`src/rtl/temp_monitor_mc.sv`:
```
// Multi-channel temperature alarm monitor with hysteresis and consecutive-sample debounce.
// Optional per-channel peak tracking is built when TEMP_MON_PEAK_EN is defined.
module temp_monitor_mc #(
  parameter int NUM_CH   = 4,
  parameter int TEMP_W   = 8,
  parameter int DEBOUNCE = 3
) (
  input  logic                     clk_i,
  input  logic                     rst_i,
  input  logic [NUM_CH*TEMP_W-1:0] temp_i,
  input  logic [NUM_CH-1:0]        temp_valid_i,
  input  logic [TEMP_W-1:0]        th_hi_i,
  input  logic [TEMP_W-1:0]        th_lo_i,
  input  logic [NUM_CH-1:0]        clr_sticky_i,
  output logic [NUM_CH-1:0]        alarm_o,
  output logic [NUM_CH-1:0]        alarm_sticky_o,
  output logic                     alarm_any_o,
  output logic                     cfg_err_o
`ifdef TEMP_MON_PEAK_EN
  ,
  output logic [NUM_CH*TEMP_W-1:0] peak_o
`endif
);

  // state   | meaning
  // NORMAL  | no alarm, no run in progress
  // ARMING  | no alarm, counting consecutive hot samples
  // HOT     | alarm active
  // COOLING | alarm active, counting consecutive cool samples
  localparam logic [1:0] NORMAL  = 2'b00;
  localparam logic [1:0] ARMING  = 2'b01;
  localparam logic [1:0] HOT     = 2'b10;
  localparam logic [1:0] COOLING = 2'b11;

  localparam int            CW    = $clog2(DEBOUNCE + 1);
  localparam logic [CW-1:0] DEB_C = CW'(DEBOUNCE);
  localparam logic [CW-1:0] ONE_C = CW'(1);

  logic [1:0]        state_q [NUM_CH];
  logic [1:0]        state_d [NUM_CH];
  logic [CW-1:0]     cnt_q   [NUM_CH];
  logic [CW-1:0]     cnt_d   [NUM_CH];
  logic [NUM_CH-1:0] hot, cool;
  logic [NUM_CH-1:0] alarm_q, alarm_d;
  logic [NUM_CH-1:0] sticky_q, sticky_d;
  logic              alarm_any_q;
  logic              cfg_err_q;

  always_comb begin
    for (int i = 0; i < NUM_CH; i++) begin
      hot[i]  = temp_valid_i[i] && (temp_i[i*TEMP_W +: TEMP_W] > th_hi_i);
      cool[i] = temp_valid_i[i] && (temp_i[i*TEMP_W +: TEMP_W] < th_lo_i);
    end
  end

  // Counter is cleared whenever a run completes so each new run starts from zero.
  always_comb begin
    for (int i = 0; i < NUM_CH; i++) begin
      state_d[i] = state_q[i];
      cnt_d[i]   = cnt_q[i];
      case (state_q[i])
        NORMAL: begin
          if (hot[i]) begin
            cnt_d[i]   = (DEBOUNCE == 1) ? '0 : ONE_C;
            state_d[i] = (DEBOUNCE == 1) ? HOT : ARMING;
          end
        end
        ARMING: begin
          if (hot[i]) begin
            if (cnt_q[i] + ONE_C == DEB_C) begin
              cnt_d[i]   = '0;
              state_d[i] = HOT;
            end else begin
              cnt_d[i] = cnt_q[i] + ONE_C;
            end
          end else if (temp_valid_i[i]) begin
            cnt_d[i]   = '0;
            state_d[i] = NORMAL;
          end
        end
        HOT: begin
          if (cool[i]) begin
            cnt_d[i]   = (DEBOUNCE == 1) ? '0 : ONE_C;
            state_d[i] = (DEBOUNCE == 1) ? NORMAL : COOLING;
          end
        end
        default: begin
          if (cool[i]) begin
            if (cnt_q[i] + ONE_C == DEB_C) begin
              cnt_d[i]   = '0;
              state_d[i] = NORMAL;
            end else begin
              cnt_d[i] = cnt_q[i] + ONE_C;
            end
          end else if (temp_valid_i[i]) begin
            cnt_d[i]   = '0;
            state_d[i] = HOT;
          end
        end
      endcase
    end
  end

  // A rising alarm beats a coincident sticky clear.
  always_comb begin
    for (int i = 0; i < NUM_CH; i++) begin
      alarm_d[i]  = (state_d[i] == HOT) || (state_d[i] == COOLING);
      sticky_d[i] = sticky_q[i];
      if (alarm_d[i] && !alarm_q[i]) begin
        sticky_d[i] = 1'b1;
      end else if (clr_sticky_i[i]) begin
        sticky_d[i] = 1'b0;
      end
    end
  end

  always_ff @(posedge clk_i) begin
    if (rst_i) begin
      for (int i = 0; i < NUM_CH; i++) begin
        state_q[i] <= NORMAL;
        cnt_q[i]   <= '0;
      end
      alarm_q     <= '0;
      sticky_q    <= '0;
      alarm_any_q <= 1'b0;
      cfg_err_q   <= 1'b0;
    end else begin
      for (int i = 0; i < NUM_CH; i++) begin
        state_q[i] <= state_d[i];
        cnt_q[i]   <= cnt_d[i];
      end
      alarm_q     <= alarm_d;
      sticky_q    <= sticky_d;
      alarm_any_q <= |alarm_q;
      cfg_err_q   <= (th_lo_i > th_hi_i);
    end
  end

  assign alarm_o        = alarm_q;
  assign alarm_sticky_o = sticky_q;
  assign alarm_any_o    = alarm_any_q;
  assign cfg_err_o      = cfg_err_q;

`ifdef TEMP_MON_PEAK_EN
  logic [TEMP_W-1:0] peak_q [NUM_CH];
  logic [TEMP_W-1:0] peak_d [NUM_CH];

  // A clear restarts tracking from zero, so any coincident valid sample wins.
  always_comb begin
    for (int i = 0; i < NUM_CH; i++) begin
      peak_d[i] = peak_q[i];
      if (clr_sticky_i[i]) begin
        peak_d[i] = temp_valid_i[i] ? temp_i[i*TEMP_W +: TEMP_W] : '0;
      end else if (temp_valid_i[i] && (temp_i[i*TEMP_W +: TEMP_W] > peak_q[i])) begin
        peak_d[i] = temp_i[i*TEMP_W +: TEMP_W];
      end
    end
  end

  always_ff @(posedge clk_i) begin
    for (int i = 0; i < NUM_CH; i++) begin
      if (rst_i) begin
        peak_q[i] <= '0;
      end else begin
        peak_q[i] <= peak_d[i];
      end
    end
  end

  always_comb begin
    peak_o = '0;
    for (int i = 0; i < NUM_CH; i++) begin
      peak_o[i*TEMP_W +: TEMP_W] = peak_q[i];
    end
  end
`endif

endmodule

```
`config.mk`:
```
export PLATFORM = sky130hd
export DESIGN_NAME = temp_monitor_mc
export DESIGN_NICKNAME = d
export VERILOG_FILES = /design/src/rtl/temp_monitor_mc.sv
export SDC_FILE = /design/constraint.sdc
export NUM_CORES = 1
export LEC_CHECK = 0
export CAP_MARGIN = 0
export CORE_UTILIZATION = 55
export CTS_BUF_LIST = sky130_fd_sc_hd__clkbuf_16
export DETAILED_ROUTE_END_ITERATION = 8
export HOLD_SLACK_MARGIN = 0.1
export PLACE_DENSITY = 0.87
export REMOVE_ABC_BUFFERS = 1
export SETUP_SLACK_MARGIN = 0.4
export SKIP_LAST_GASP = 1
export SYNTH_ARGS = -nofsm -noshare
export SYNTH_HDL_FRONTEND = slang
export SYNTH_SLANG_ARGS = --single-unit
```
`constraint.sdc`:
```
create_clock -name clk_i -period 2.9 [get_ports clk_i]
set_clock_uncertainty 0.1 [all_clocks]
set_input_delay 0.29 -clock clk_i [delete_from_list [all_inputs] [get_ports clk_i]]
set_output_delay 0.29 -clock clk_i [all_outputs]
set_load 0.02 [all_outputs]
```
==> impl_metrics.ini, run 1 <==
[outcome]
outcome = finished clean

[timing]
clock.fmax_ghz = 0.4152
finalHoldViolCount = 0
tightest_slew_ns = 0.4395
whs_ns = 0.3753
finalWorstSetupSlack_ns = 0.4914
fin_crit_sh_pct = 83.06
setup_tns_ns = 0
drv_slew = 0
min_period_ns = 2.409
rsz0062_at_grt = false
finalSetupViolations = 0
timing.max_slew.rel_slack_pct = 70.66

[power_and_ir_drop]
powerDensity_mw_per_mm2 = 303.3
peakVddDrop_mv = 0.2202
p_sw_share_pct = 32.32
p_total_mw = 1.105
internal_power_mw = 0.7482
seqPwrFrac_pct = 33.6
p_comb_share_pct = 36.8
p_leak_nw = 1.583
p_clk_share_pct = 29.7
switchingPower_mw = 0.3573

[die]
core_area_mm2 = 0.004817
dieHeight_um = 73.42
rows = 25
die_area_mm2 = 0.005390
initial_core_util_pct = 58.23
die-width_um = 73.42
io_pins = 68

[layout]
final_util_pct = 75.66
area_delta_synth_final_pct = 29.93
final_cell_mix = ha_1 (68), clkdlybuf4s50_1 (67), a21oi_1 (39)
finalNonFillerCells = 474
drive_gt1_share_pct = 5.160
layout_commonest_cell = ha_1
register_area_um2 = 500.5
fill_cells = 368
layout.nets = 534
final_area_mm2 = 0.003645
n_antenna_cell = 0
multi_input_area_mm2 = 0.002190

[detailed_routing]
wl_per_cell_um = 16.56
num_vias = 2864
finalWirelength_mm = 7.849
drtAntennaViolNets = 0
drc = 0
first_pass_iters = 4
post_drt_via_cell_ratio = 6.042
drt_iter0_drc = 90

[yosys]
ys_ff_latch = 25
synth.cell_area_mm2 = 0.002805
yosys_warnings = 0
async_flop_share_pct = 0
synth_flop_cell = dfxtp_1
avgSynthCellArea_um2 = 8.226
synth_edf_count = 0
synth_cell_types = 51
synthCells = 341
ys_seq_area_share_pct = 17.84

[setup_path]
slowest_delay_ns = 0.52
crit_type = primary input to flop
cp.arrival_ns = 2.50
r2r_end = alarm_sticky_o[1]
crit_fanout = 5
critPathCaptureType = flop
crit_slowest_cell = or4b_1
regToRegStartpoint = state_q[1][0]
cp_cell_sequence = clkdlybuf4s50_1 -> inv_1 -> ha_1 -> nand4_1 -> nor2_1 -> a211oi_2 -> or4b_1 -> a31oi_1
reg2reg_depth = 6
cp.required_ns = 2.99
r2r_slack_ns = 1.22
worstSetupStartpointType = primary input
crit_start = th_hi_i[7]
endpoint = cnt_q[1][1]

[clock_network]
postCtsSetupBuffers = 0
holdBufCountCts = 0
cts_tree = yes
cts_root_buf = clkbuf_16
clk_latency_ns = 0.26
clockBufferDepth = 2
path_clk_slew_ns = 0.07
clock-sinks = 25
numCtsBuffers = 3
htree_levels = 1

[global_routing]
grt_pass1_wl_mm = 12.17
grt_overflow = 0
grt_pass1_vias = 2755
grtUsageTotal_pct = 29.56
antenna_found_initial = 0
grt_max_degree = 25

[placed_design]
placed_cell_area_mm2 = 0.003541
place_ws_ns = 0.1361
portBuffers = 67
dp.cells = 470
hpwl_mm = 6.269
place.gp.congestion = 0.8788

[job]
maxCapViolCount = 0

[hold_path]
holdCritPathClass = flop to flop
-- worst min-delay path by stage --
stage	cells after the start	from	endpoint	slack (ns)
2_1_floorplan	1	rst_i	cnt_q[0][0]	0.26
3_3_place_gp	2	alarm_sticky_o[3]	alarm_sticky_o[3]	0.36
3_5_place_dp	1	alarm_sticky_o[1]	alarm_sticky_o[1]	0.36
4_1_cts	1	alarm_sticky_o[1]	alarm_sticky_o[1]	0.38
5_1_grt	1	alarm_sticky_o[1]	alarm_sticky_o[1]	0.40
6_report	2	alarm_sticky_o[2]	alarm_sticky_o[2]	0.38
-- worst max-delay path: cells and delay by family --
family	cells	cell delay, ns
buffers and inverters	2	0.61
AO/OA/AOI/OAI	2	0.27
adder cells (fa/ha/maj)	1	0.38
AND/OR/NAND/NOR	3	0.95
-- final cells by class --
class / instances / area share [%]
repair buffers: 68 / 18.61
clock buffers: 3 / 2.060
clock inverters: 1 / 0.2403
inverters: 29 / 2.987
multi-input cells: 281 / 60.08
flip-flops and latches: 25 / 13.73
well taps: 67 / 2.300
-- synth_stat cells, drive strengths merged (2+ instances only) --
| library cell | number | area (um2) |
|---|---|---|
| ha | 68 | 850.8 |
| a21oi | 43 | 234.0 |
| inv | 29 | 108.9 |
| nor2 | 29 | 108.9 |
| dfxtp | 25 | 500.5 |
| nand2 | 18 | 67.56 |
| nand2b | 15 | 93.84 |
| o21ai | 14 | 70.06 |
| nand4 | 10 | 62.56 |
| nor2b | 10 | 62.56 |
| a211oi | 8 | 60.06 |
| nand3 | 6 | 30.03 |
| clkbuf | 5 | 18.77 |
| o211ai | 5 | 37.54 |
| a2111oi | 4 | 60.06 |
| a21o | 4 | 30.03 |
| nor3b | 4 | 30.03 |
| mux2i | 3 | 30.03 |
| nand3b | 3 | 22.52 |
| nand4b | 3 | 26.28 |
| o211a | 3 | 30.03 |
| o21bai | 3 | 26.27 |
| a221o | 2 | 20.02 |
| a31oi | 2 | 12.51 |
| mux2 | 2 | 22.52 |
| nor3 | 2 | 10.01 |
| nor4 | 2 | 12.51 |
| o31ai | 2 | 15.01 |
-- layer usage --
layer | GRT usage [%] | part of all wire [%]
met5 | 0 | 0
met4 | 13.25 | 3.7
met3 | 3.704 | 5.0
met2 | 57.41 | 51
met1 | 31.50 | 40
-- kinds of logic (layout without fill, tap and decap cells) --
logic type,Yosys count,in the layout,share of synthesized area [%]
muxes,5,5,1.873
DFF,25,25,17.84
adders and majority gates,68,68,30.33
and+or+nand+nor,108,108,20.47
buffers and inverters,35,101,4.817
AOI/OAI and AO/OA,100,100,24.67
-- state kept, by name (all words and copies together) (netlist names) --
name and cells:
alarm_any_o 1, cfg_err_o 1, state_q 8, alarm_o 3, alarm_sticky_o 4, cnt_q 8
-- power by group through the flow --
stage          clock (mW)  sequential (mW)  combinational, mW
6_report            0.328            0.371              0.406
5_1_grt             0.350            0.374              0.447
4_1_cts             0.327            0.370              0.397
3_5_place_dp            0            0.378              0.389
3_3_place_gp            0            0.377              0.369
2_1_floorplan           0            0.376              0.222
-- what timing repair did --
item,4_1_cts,5_1_grt
pin swaps,0,3
resized for setup,1,5
setup endpoints to repair,1,3
Power figures use the tool's default switching activity.
==> run 2: changes to the inputs <==
- CORE_UTILIZATION: 55 -> 51
- PLACE_DENSITY: 0.87 -> 0.82
- clock period: 2.9 -> 2.5 ns (I/O delays scaled with it)
==> run 2 against run 1 <==
First-iteration DRC count grew to 2.9 times the previous value. Clock power is 17% higher. Global-route usage is 2.9 points higher. Flip-flop and latch count stayed put. Die area is 7.6% higher. Clock-buffer cell count stayed put. Register-to-register slack worse by 0.50 ns. Sequential share of layout area is 2.4 points lower. Wire length is 38% higher.
==> impl_metrics.ini, run 2 (synthesized netlist as in run 1, its figures left out) <==
[global_routing]
gr-max-usage-layer = met2
met1_usage_pct = 35.09
antenna_found_initial = 0
grtUsageTotal_pct = 32.44
grt_max_degree = 25
met2_usage_pct = 58.36
met3_usage_pct = 6.347
grt_pass1_vias = 3278
grt_pass1_wl_mm = 15.01
grt_overflow = 0

[layout]
finalNonFillerCells = 517
n_antenna_cell = 0
final_util_pct = 84.62
drive_gt1_share_pct = 30.20
multi_input_area_mm2 = 0.002618
fill_cells = 276
area_delta_synth_final_pct = 57.00
layout_commonest_cell = ha_1
final_cell_mix = ha_1 (40), buf_4 (39), a21oi_1 (33)
register_area_um2 = 500.5
layout.nets = 574

[setup_path]
critPathCaptureType = flop
crit_path_frequent_cell = a211oi_2
slowest_delay_ns = 0.54
crit_slowest_cell = or4b_1
regToRegStartpoint = state_q[1][0]
r2r_slack_ns = 0.72
cp_cell_sequence = dlygate4sd2_1 -> inv_2 -> buf_4 -> ha_4 -> nand2_1 -> nor2_1 -> a211oi_2 -> a211oi_2 -> or4b_1 -> a31oi_1
reg2reg_depth = 6
crit_fanout = 3
worstSetupStartpointType = primary input
cp.required_ns = 2.59
crit_type = primary input to flop
cp.arrival_ns = 2.22
r2r_end = alarm_sticky_o[1]

[detailed_routing]
drt_iter0_drc = 259
finalWirelength_mm = 10.85
wl_per_cell_um = 20.98
post_drt_via_cell_ratio = 6.524
drtAntennaViolNets = 0
num_vias = 3373
drc = 0
first_pass_iters = 5

[die]
io_pins = 68
dieHeight_um = 76.17
die_area_mm2 = 0.005801
core_area_mm2 = 0.005205
initial_core_util_pct = 53.89
die-width_um = 76.17
rows = 26

[timing]
min_period_ns = 2.124
rsz0062_at_grt = false
setup_tns_ns = 0
timing.max_slew.rel_slack_pct = 71.15
fin_crit_sh_pct = 84.95
tightest_slew_ns = 0.4260
finalHoldViolCount = 0
whs_ns = 0.3738
finalSetupViolations = 0
clock.fmax_ghz = 0.4709
drv_slew = 0

[hold_path]
hold_depth = 2
min_to = alarm_sticky_o[2]
holdCritPathClass = flop to flop
min_from = alarm_sticky_o[2]

[outcome]
outcome = finished clean

[power_and_ir_drop]
internal_power_mw = 0.9537
p_sw_share_pct = 35.13
p_leak_nw = 2.024
p_clk_share_pct = 26.0
switchingPower_mw = 0.5165
p_comb_share_pct = 44.6
powerDensity_mw_per_mm2 = 333.8
peakVddDrop_mv = 0.2764
seqPwrFrac_pct = 29.4
p_total_mw = 1.470

[clock_network]
clockBufferDepth = 2
clock-sinks = 25
cts_root_buf = clkbuf_16
holdBufCountCts = 0
path_clk_slew_ns = 0.07
numCtsBuffers = 3
clk_latency_ns = 0.27
cts_tree = yes
htree_levels = 1

[placed_design]
place.gp.congestion = 0.9109
dp.cells = 492
portBuffers = 67
hpwl_mm = 6.342

[job]
maxCapViolCount = 0
run 2: worst max path at each step:
| stage | from | to | cells past startpoint |
|---|---|---|---|
| after floorplan | th_hi_i[5] | cnt_q[1][1] | 8 |
| after global placement | th_hi_i[7] | cnt_q[0][0] | 9 |
| after detailed placement | th_lo_i[3] | cnt_q[1][1] | 9 |
| after CTS | temp_i[15] | cnt_q[1][1] | 8 |
| after global routing | th_hi_i[6] | cnt_q[1][1] | 10 |
| final | th_hi_i[6] | cnt_q[1][1] | 10 |
run 2: what timing repair did:
action	in CTS	in global routing
gates resized for setup	74	77
hold endpoints to repair	0	0
cloned	0	0
pin swaps	31	37
buffers inserted	15	6
setup endpoints to repair	19	20
run 2: cell type report:
cell class / count / area share (%)
well taps: 70 / 1.989
repair buffers: 108 / 22.70
multi-input cells: 281 / 59.43
clock inverters: 1 / 0.1705
clock buffers: 3 / 1.705
inverters: 29 / 2.642
flip-flops and latches: 25 / 11.36
run 2: layer usage:
| metal | part of all wire (%) | wire, um |
|---|---|---|
| met1 | 37 | 4007 |
| met2 | 49 | 5326 |
| met3 | 8.0 | 868 |
| met4 | 5.9 | 645 |
| met5 | 0 | 0 |
run 2: power by group through the flow:
| stage | sequential [mW] | clock (mW) | combinational (mW) |
|---|---|---|---|
| after detailed placement | 0.439 | 0 | 0.472 |
| final | 0.432 | 0.383 | 0.655 |
| after floorplan | 0.436 | 0 | 0.258 |
| after global routing | 0.434 | 0.404 | 0.698 |
| after global placement | 0.438 | 0 | 0.455 |
| after CTS | 0.430 | 0.376 | 0.541 |
run 2: per-stage QoR:
step	setup slack, ns	area, um2
2_1_floorplan	0.5078	2779
4_1_cts	0.3864	4118
3_3_place_gp	-0.05259	3687
3_5_place_dp	-0.1237	3687
5_1_grt	0.3230	4404
6_report	0.3762	4404
run 2: worst max-delay path, delay by kind of cell:
kind                     cells  cell delay [ns]
AND/OR/NAND/NOR              3             0.64
AO/OA/AOI/OAI                3             0.64
buffers and inverters        3             0.45
adder cells (fa/ha/maj)      1             0.24
